`config.mk`:
```
export PLATFORM = sky130hd
export DESIGN_NAME = program_loader
export DESIGN_NICKNAME = d
export VERILOG_FILES = /design/src/rtl/program_loader_pkg.sv /design/src/rtl/program_loader_word_assembler.sv /design/src/rtl/program_loader.sv
export SDC_FILE = /design/constraint.sdc
export NUM_CORES = 1
export LEC_CHECK = 0
export CAP_MARGIN = 10
export CORE_AREA = 3 3 190 99
export DETAILED_ROUTE_END_ITERATION = 6
export DIE_AREA = 0 0 193 102
export PLACE_DENSITY = 0.47
export SYNTH_ARGS = -nofsm -noshare
export SYNTH_HDL_FRONTEND = slang
export SYNTH_SLANG_ARGS = --single-unit
```
`constraint.sdc`:
```
create_clock -name clk -period 6.55 [get_ports clk]
set_input_delay 1.31 -clock clk [delete_from_list [all_inputs] [get_ports clk]]
set_output_delay 1.31 -clock clk [all_outputs]
set_load 0.05 [all_outputs]
```
`src/rtl/program_loader_pkg.sv`:
```
// Shared types and constants for the program loader: FSM states, error codes,
// frame header length.
package loader_pkg;

    typedef enum logic [3:0] {
        IDLE,
        CNT_HI,
        CNT_LO,
        PC_HI,
        PC_LO,
        DATA,
        CKSUM,
        RUN,
        ERROR
    } state_e;

    localparam logic [1:0] ERR_NONE  = 2'b00;
    localparam logic [1:0] ERR_COUNT = 2'b01;
    localparam logic [1:0] ERR_PC    = 2'b10;
    localparam logic [1:0] ERR_CKSUM = 2'b11;

    localparam int unsigned HDR_BYTES = 4;

    function automatic logic is_rx_state(input state_e s);
        return s inside {CNT_HI, CNT_LO, PC_HI, PC_LO, DATA, CKSUM};
    endfunction

endpackage

```
`src/rtl/program_loader_word_assembler.sv`:
```
// Packs four consecutive bytes (MSB first) into a 32-bit word and flags
// word_valid for one cycle once the fourth byte has been shifted in.
module word_assembler (
    input  logic        clk,
    input  logic        rst,
    input  logic        clear,
    input  logic        byte_valid,
    input  logic [7:0]  byte_data,
    output logic [1:0]  byte_idx,
    output logic        word_valid,
    output logic [31:0] word
);

    logic [1:0]  idx_q, idx_d;
    logic [31:0] shift_q, shift_d;
    logic        valid_q, valid_d;

    always_comb begin
        idx_d   = idx_q;
        shift_d = shift_q;
        valid_d = 1'b0;
        if (clear) begin
            idx_d = '0;
        end else if (byte_valid) begin
            shift_d = {shift_q[23:0], byte_data};
            idx_d   = idx_q + 2'd1;
            valid_d = (idx_q == 2'd3);
        end
    end

    always_ff @(posedge clk or posedge rst) begin
        if (rst) begin
            idx_q   <= '0;
            shift_q <= '0;
            valid_q <= 1'b0;
        end else begin
            idx_q   <= idx_d;
            shift_q <= shift_d;
            valid_q <= valid_d;
        end
    end

    assign byte_idx   = idx_q;
    assign word_valid = valid_q;
    assign word       = shift_q;

endmodule

```
`src/rtl/program_loader.sv`:
```
// Framed byte-stream program loader: writes the image into instruction memory,
// verifies the XOR checksum, then hands init_pc to the core and releases it.
module program_loader
    import loader_pkg::*;
#(
    parameter int unsigned ADDR_W    = 10,
    parameter int unsigned MAX_WORDS = 1024
) (
    input  logic              clk,
    input  logic              rst,
    input  logic              rx_valid,
    input  logic [7:0]        rx_data,
    output logic              rx_ready,
    input  logic              reload,
    output logic              instr_we,
    output logic [31:0]       instr_feed,
    output logic [ADDR_W-1:0] instr_write_address,
    output logic [ADDR_W-1:0] init_pc,
    output logic              proc_rst,
    output logic              load_done,
    output logic [1:0]        load_error
);

    state_e            state_q, state_d;
    logic              rx_ready_q, rx_ready_d;
    logic              proc_rst_q, proc_rst_d;
    logic              load_done_q, load_done_d;
    logic [1:0]        err_q, err_d;
    logic [15:0]       cnt_q, cnt_d;
    logic [7:0]        pc_hi_q, pc_hi_d;
    logic [7:0]        csum_q, csum_d;
    logic [ADDR_W-1:0] init_pc_q, init_pc_d;
    logic [ADDR_W-1:0] word_idx_q, word_idx_d;

    logic        accept;
    logic        asm_clear;
    logic [1:0]  byte_idx;
    logic        word_valid;
    logic [31:0] word;
    logic [15:0] cnt_new;
    logic [15:0] pc_new;

    assign accept  = rx_valid & rx_ready_q;
    assign cnt_new = {cnt_q[15:8], rx_data};
    assign pc_new  = {pc_hi_q, rx_data};

    word_assembler u_asm (
        .clk        (clk),
        .rst        (rst),
        .clear      (asm_clear),
        .byte_valid (accept && (state_q == DATA)),
        .byte_data  (rx_data),
        .byte_idx   (byte_idx),
        .word_valid (word_valid),
        .word       (word)
    );

    always_comb begin
        state_d    = state_q;
        cnt_d      = cnt_q;
        pc_hi_d    = pc_hi_q;
        err_d      = err_q;
        init_pc_d  = init_pc_q;
        asm_clear  = 1'b0;
        csum_d     = csum_q;
        word_idx_d = word_idx_q;

        // Word index advances during the write pulse, so it is current for the next word.
        if (word_valid) begin
            word_idx_d = word_idx_q + 1'b1;
        end
        if (accept && (state_q inside {CNT_HI, CNT_LO, PC_HI, PC_LO, DATA})) begin
            csum_d = csum_q ^ rx_data;
        end

        unique case (state_q)
            IDLE: begin
                state_d   = CNT_HI;
                csum_d    = '0;
                asm_clear = 1'b1;
            end
            CNT_HI: if (accept) begin
                cnt_d[15:8] = rx_data;
                state_d     = CNT_LO;
            end
            CNT_LO: if (accept) begin
                cnt_d[7:0] = rx_data;
                if ((cnt_new == 16'd0) || (32'(cnt_new) > MAX_WORDS)) begin
                    state_d = ERROR;
                    err_d   = ERR_COUNT;
                end else begin
                    state_d = PC_HI;
                end
            end
            PC_HI: if (accept) begin
                pc_hi_d = rx_data;
                state_d = PC_LO;
            end
            PC_LO: if (accept) begin
                if (pc_new >= cnt_q) begin
                    state_d = ERROR;
                    err_d   = ERR_PC;
                end else begin
                    init_pc_d = pc_new[ADDR_W-1:0];
                    state_d   = DATA;
                end
            end
            DATA: if (accept && (byte_idx == 2'd3)
                      && (32'(word_idx_q) == 32'(cnt_q) - 32'd1)) begin
                state_d = CKSUM;
            end
            CKSUM: if (accept) begin
                if (rx_data == csum_q) begin
                    state_d = RUN;
                end else begin
                    state_d = ERROR;
                    err_d   = ERR_CKSUM;
                end
            end
            RUN, ERROR: if (reload) begin
                state_d    = CNT_HI;
                err_d      = ERR_NONE;
                word_idx_d = '0;
                csum_d     = '0;
                asm_clear  = 1'b1;
            end
            default: state_d = IDLE;
        endcase

        rx_ready_d  = is_rx_state(state_d);
        proc_rst_d  = (state_d != RUN);
        load_done_d = (state_d == RUN);
    end

    always_ff @(posedge clk or posedge rst) begin
        if (rst) begin
            state_q     <= IDLE;
            rx_ready_q  <= 1'b0;
            proc_rst_q  <= 1'b1;
            load_done_q <= 1'b0;
            err_q       <= ERR_NONE;
            cnt_q       <= '0;
            pc_hi_q     <= '0;
            csum_q      <= '0;
            init_pc_q   <= '0;
            word_idx_q  <= '0;
        end else begin
            state_q     <= state_d;
            rx_ready_q  <= rx_ready_d;
            proc_rst_q  <= proc_rst_d;
            load_done_q <= load_done_d;
            err_q       <= err_d;
            cnt_q       <= cnt_d;
            pc_hi_q     <= pc_hi_d;
            csum_q      <= csum_d;
            init_pc_q   <= init_pc_d;
            word_idx_q  <= word_idx_d;
        end
    end

    assign rx_ready            = rx_ready_q;
    assign instr_we            = word_valid;
    assign instr_feed          = word;
    assign instr_write_address = word_idx_q;
    assign init_pc             = init_pc_q;
    assign proc_rst            = proc_rst_q;
    assign load_done           = load_done_q;
    assign load_error          = err_q;

endmodule

```
# --- Word level (Yosys, flattened, before mapping) ---
# Index checks and enable logic that the tools add are counted.
word_totals:
  reg_bits: 96
  latch_bits: 0
  ram_bits: 0
  rom_bits: 0
  word_cells: 98
  n_memories: 0
op_classes:
  n_addsub: 3
  n_mul: 0
  div: 0
  n_lt_le_gt_ge: 2
  eq_ne: 26
  n_shift: 0
  mux: 31
  bitwise: 4
  n_reduce_logical: 18
ops:
  columns: ["operator", "n"]
  rows:
  - ["$mux W4", 10]
  - ["$eq A10 B32 Y1", 1]
  - ["$eq A4 B3 Y1 const B", 8]
  - ["$pmux W4 S8", 1]
  - ["$mux W10", 3]
  - ["$mux W2", 9]
  - ["$sub A16 B1 Y17 const B", 1]
  - ["$eq A4 B2 Y1 const B", 4]
  - ["$ge A16 B16 Y1", 1]
  - ["$gt A16 B11 Y1 const B", 1]
  - ["$logic_not A16 Y1", 1]
  - ["$mux W8", 2]
  - ["$pmux W8 S2", 1]
  - ["$add A10 B1 Y10 const B", 1]
  - ["$ne A2 B2 Y1 const B", 5]
  - ["$eq A4 B1 Y1 const B", 2]
  - ["$eq A8 B8 Y1", 1]
  - ["$pmux W2 S4", 1]
  - ["$reduce_and A2 Y1", 4]
  - ["$reduce_and A8 Y1", 1]
  - ["$xor A8 B8 Y8", 1]
  - ["$reduce_bool A6 Y1", 1]
  - ["$reduce_bool A5 Y1", 1]
  - ["$eq A4 B4 Y1 const B", 1]
  - ["15 further kinds", 22]

# --- Depth between registers and ports, before layout ---
logic_depth:
  word_depth: 7
  mapped_depth: 9

# --- Modules after synthesis ---
# From an unflattened synthesis, not the netlist that was laid out.
hier_totals:
  cells_unflattened: 444
  hier_area_um2: 5088.6
by_module_without_submodules:
  columns: ["module", "n_inst", "cells_per_inst", "area_per_inst_um2", "seq_area_each_um2"]
  rows:
  - ["program_loader", 1, 364, 3616.0, 1527.7]
  - ["word_assembler", 1, 80, 1472.7, 875.8]

# --- Least setup slack after synthesis ---
# No wires, ideal clock.
synth_path:
  kind: "input port to flip-flop"
  from: "input port rx_data[0]"
  to: "register init_pc_q[1] (netlist: init_pc[1])"
  setup_time_ns: 0.125
  arrival_ns: 3.091
  required_ns: 6.425
  slack_ns: 3.334
  stages: 8
  n_path_buf: 0
  cell_sequence: "inv_1 > ha_1 > nand2b_1 > a2111oi_0 > o21ai_1 > a211oi_1 > nand2_2 > mux2_2"
synth_between:
  elab_chain_cells: 3
synth_lines:
  columns: ["item", "line", "rtl"]
  rows:
  - ["start: declaration", "program_loader.sv:12", "input logic [7:0] rx_data,"]
  - ["$ge A16 B16 Y1", "program_loader.sv:100", "if (pc_new >= cnt_q) begin"]
  - ["$not A1 Y1 (no line)", null, null]
  - ["$reduce_and A3 Y1 (no line)", null, null]
  - ["end signal: assignment", "program_loader.sv:156", "init_pc_q <= init_pc_d;"]
  - ["end: declaration", "program_loader.sv:32", "logic [ADDR_W-1:0] init_pc_q, init_pc_d;"]
# Every way passes these cells.
# A chain may end at the register's enable or synchronous reset.

# --- Final worst setup path ---
layout_path:
  from: "input port rx_data[0]"
  to: "register init_pc_q[9] (netlist: init_pc[9])"
# The elaborated chain is that of the path after synthesis.

==> impl_metrics.tcl <==
set metrics [dict create \
    status "finished, final reports clean" \
    diodes 0 \
    utilization_pct 36.8 \
    nNetsFinal 636 \
    cp_top_family "compound AO/OA/AOI/OAI gates" \
    placementRows 34 \
    critPathBufInv 2 \
    setup_ws_ns 2.70 \
    min_period_over_period_pct 58.7 \
    core_area_mm2 0.0173 \
    place.gp.congestion 0.876 \
    antenna_found_initial 0 \
    synth_nets 582 \
    slowest_stage "clkdlybuf4s50_1" \
    dpl.hpwl_um 9500 \
    synth_area_mm2 0.00518 \
    antenna_left 0 \
    setup-tns-final_ns 0 \
    tightest_slew_ns 0.993 \
    cts_inserted_buffers 9 \
    fmax_mhz 260 \
    dieArea_mm2 0.0197 \
    overflow 0 \
    peakVddDrop_mv 0.242 \
    cap_violations 0 \
    min_period_ns 3.85 \
    via_count 4060 \
    start_util_pct 30.0 \
    pin_count 70 \
    pre_cts_ws_ns 2.33 \
    wl_um 13500 \
    relSlewSlack_pct 33.4 \
    die_h_um 102 \
    grt_setup_unrepaired "false" \
    fin_hold_ws_ns 0.472 \
    first_iter_violations 261 \
    yosysSeqAreaShare_pct 46.4 \
    ys_seq_elements 96 \
    cts_setup_buffers 0 \
    p_leak_nw 2.87 \
    r2r-start "cnt_q[1]" \
    layout-drive-gt1-share_pct 10.8 \
    r2r-end "state_q[0]" \
    port_buffers 69 \
    drv_slew 0 \
    drc 0 \
    clockBufferDepth 2 \
    synth_cell_type_count 59 \
    reg2regPathDepth 8 \
    cp_max_fo 10 \
    syn-instance-count 551 \
    setup_viol 0 \
    tritoncts "done" \
    fin_skew_ns 0.00767 \
    postCtsHoldBufs 0 \
    synth_top_area_share_pct 45.9 \
    area_growth_pct 22.8 \
    clock_latency_ns 0.35 \
    track_usage_pct 14.5 \
    cp-start-kind "input port" \
    worst-path-stages 9 \
    grt_pass1_vias 4016 \
    grt_start_max_net_pins 58 \
    dr.pass1.iters 4 \
    synth.largest_area_cell "dfrtp_1" \
    worstPathCellList "clkdlybuf4s50_1 -> inv_1 -> ha_1 -> nand2b_1 -> a2111oi_0 -> o21ai_1 -> a211oi_1 -> nand2_2 -> mux2_2" \
    ys_top_cells_by_area "dfrtp_1 46%, nand2_1 9.4%, mux2_2 6.7%" \
    cpPeakStageDelay_ns 0.61 \
    power.density_mw_per_mm2 281 \
    min_from "u_asm.word[28]" \
    clockRootBuffer "clkbuf_16" \
    die_x_um 193 \
    cp-end-kind "flip-flop" \
    worstPathArrival_ns 4.08 \
    post_cts_resized 0 \
    synth_edf_count 0 \
    reg2reg_slack_ns 3.86 \
    cts.sinks 96 \
    post_drt_wl_per_cell_um 16.0 \
    post_dp_cell_area_mm2 0.00605 \
    async_flop_share_pct 100 \
    ys.flop_type "dfrtp_1" \
    ys_warn_count 0 \
    postLayoutCellArea_mm2 0.00636 \
    viasPerCell 4.81 \
    grt_pass1_wl_um 22100 \
    hold_viol 0 \
    clkTransAtPathRegs_ns 0.07 \
    crit_required_ns 6.79 \
    synth_common_cells "129 x nand2_1, 95 x dfrtp_1, 35 x nor2_1" \
    yosys.cell_count.top_type "nand2_1" \
    critPathKind "input port to flip-flop" \
    htreeDepth 3 \
    avgSynthCellArea_um2 9.40 \
    crit_start "rx_data[0]" \
    hp-class "flip-flop to flip-flop" \
    worstSetupEndpoint "init_pc[9]" \
]
-- worst min path at each step --
| stage | slack, ns | cells past startpoint | endpoint |
|---|---|---|---|
| 6_report | 0.47 | 2 | u_asm.word[28] |
| 5_1_grt | 0.49 | 2 | u_asm.word[30] |
| 4_1_cts | 0.48 | 2 | u_asm.word[30] |
| 3_5_place_dp | 0.46 | 2 | u_asm.word[30] |
| 3_3_place_gp | 0.46 | 2 | u_asm.word[31] |
| 2_1_floorplan | 0.47 | 1 | u_asm.byte_idx[0] |
-- flip-flops by register name, indices dropped and copies added, names as in the netlist, 2 cells and up --
name                 count
u_asm.byte_idx           2
u_asm.word              32
csum_q                   8
state_q                  4
load_error               2
pc_hi_q                  8
init_pc                 10
instr_write_address     10
cnt_q                   16
-- per-layer routing --
metal	part of all wire (%)	wire [µm]	track usage (%)	vias to the layer above
li1	-	-	-	1993
met3	5.4	724	3.50	4
met4	0.43	58	3.50	0
met5	0	0	0	-
met2	44	5910	22.3	99
met1	50	6800	20.7	1964
-- placed cells by master (no fill, tap or decap), types with 3 or more instances in the layout --
| cell type | instances |
|---|---|
| nor2b_1 | 5 |
| nand2_1 | 129 |
| nand3b_1 | 3 |
| mux2_2 | 31 |
| nand4_1 | 15 |
| or4_1 | 4 |
| nand2b_1 | 6 |
| nor3_1 | 8 |
| dfrtp_1 | 95 |
| or2_2 | 3 |
| ha_1 | 19 |
| inv_1 | 20 |
| buf_4 | 3 |
| or3_1 | 5 |
| xnor2_1 | 19 |
| and2_1 | 5 |
| nor4_1 | 5 |
| xor2_1 | 18 |
| nor2_1 | 34 |
| o21ai_0 | 19 |
| nand3_1 | 9 |
| a211oi_1 | 6 |
| clkinvlp_4 | 3 |
| clkbuf_16 | 9 |
| clkdlybuf4s50_1 | 69 |
| a21oi_1 | 16 |
| a21o_1 | 4 |
| a211o_1 | 4 |
-- metrics by stage --
stage | cells | power (mW)
6_report | 844 | 1.79
5_1_grt | 844 | 1.90
4_1_cts | 844 | 1.82
3_5_place_dp | 828 | 1.26
3_3_place_gp | 828 | 1.26
2_1_floorplan | 551 | 1.10
-- tightest hold or removal path, cell delays in order, from the launching register on --
cell	delay [ns]
dfrtp_1	0.34
nand2_1	0.05
nand2_1	0.05
-- power breakdown --
part | switching [mW] | total (mW) | internal [mW]
registers | 0.0929 | 0.762 | 0.669
clock network | 0.243 | 0.543 | 0.301
logic | 0.303 | 0.484 | 0.181
-- cell families (layout without fill, tap and decap cells) --
| logic type | after synthesis | in the layout | synth area share (%) |
|---|---|---|---|
| xor+xnor | 37 | 37 | 6.26 |
| buf+inv | 50 | 109 | 4.16 |
| flops | 96 | 96 | 46.4 |
| fa+ha+maj | 19 | 19 | 4.59 |
| compound gates | 74 | 74 | 9.62 |
| simple gates | 243 | 243 | 22.0 |
| mux | 32 | 32 | 6.93 |
-- final cells by class --
| class | instances | area, µm² |
|---|---|---|
| repair buffers | 72 | 713 |
| flip-flops and latches | 96 | 2400 |
| clock inverters | 7 | 80.1 |
| well taps | 234 | 293 |
| clock buffers | 9 | 225 |
| multi-input cells | 405 | 2560 |
| fillers | 1768 | 10900 |
| inverters | 21 | 81.3 |
Power figures use the tool's default switching activity.
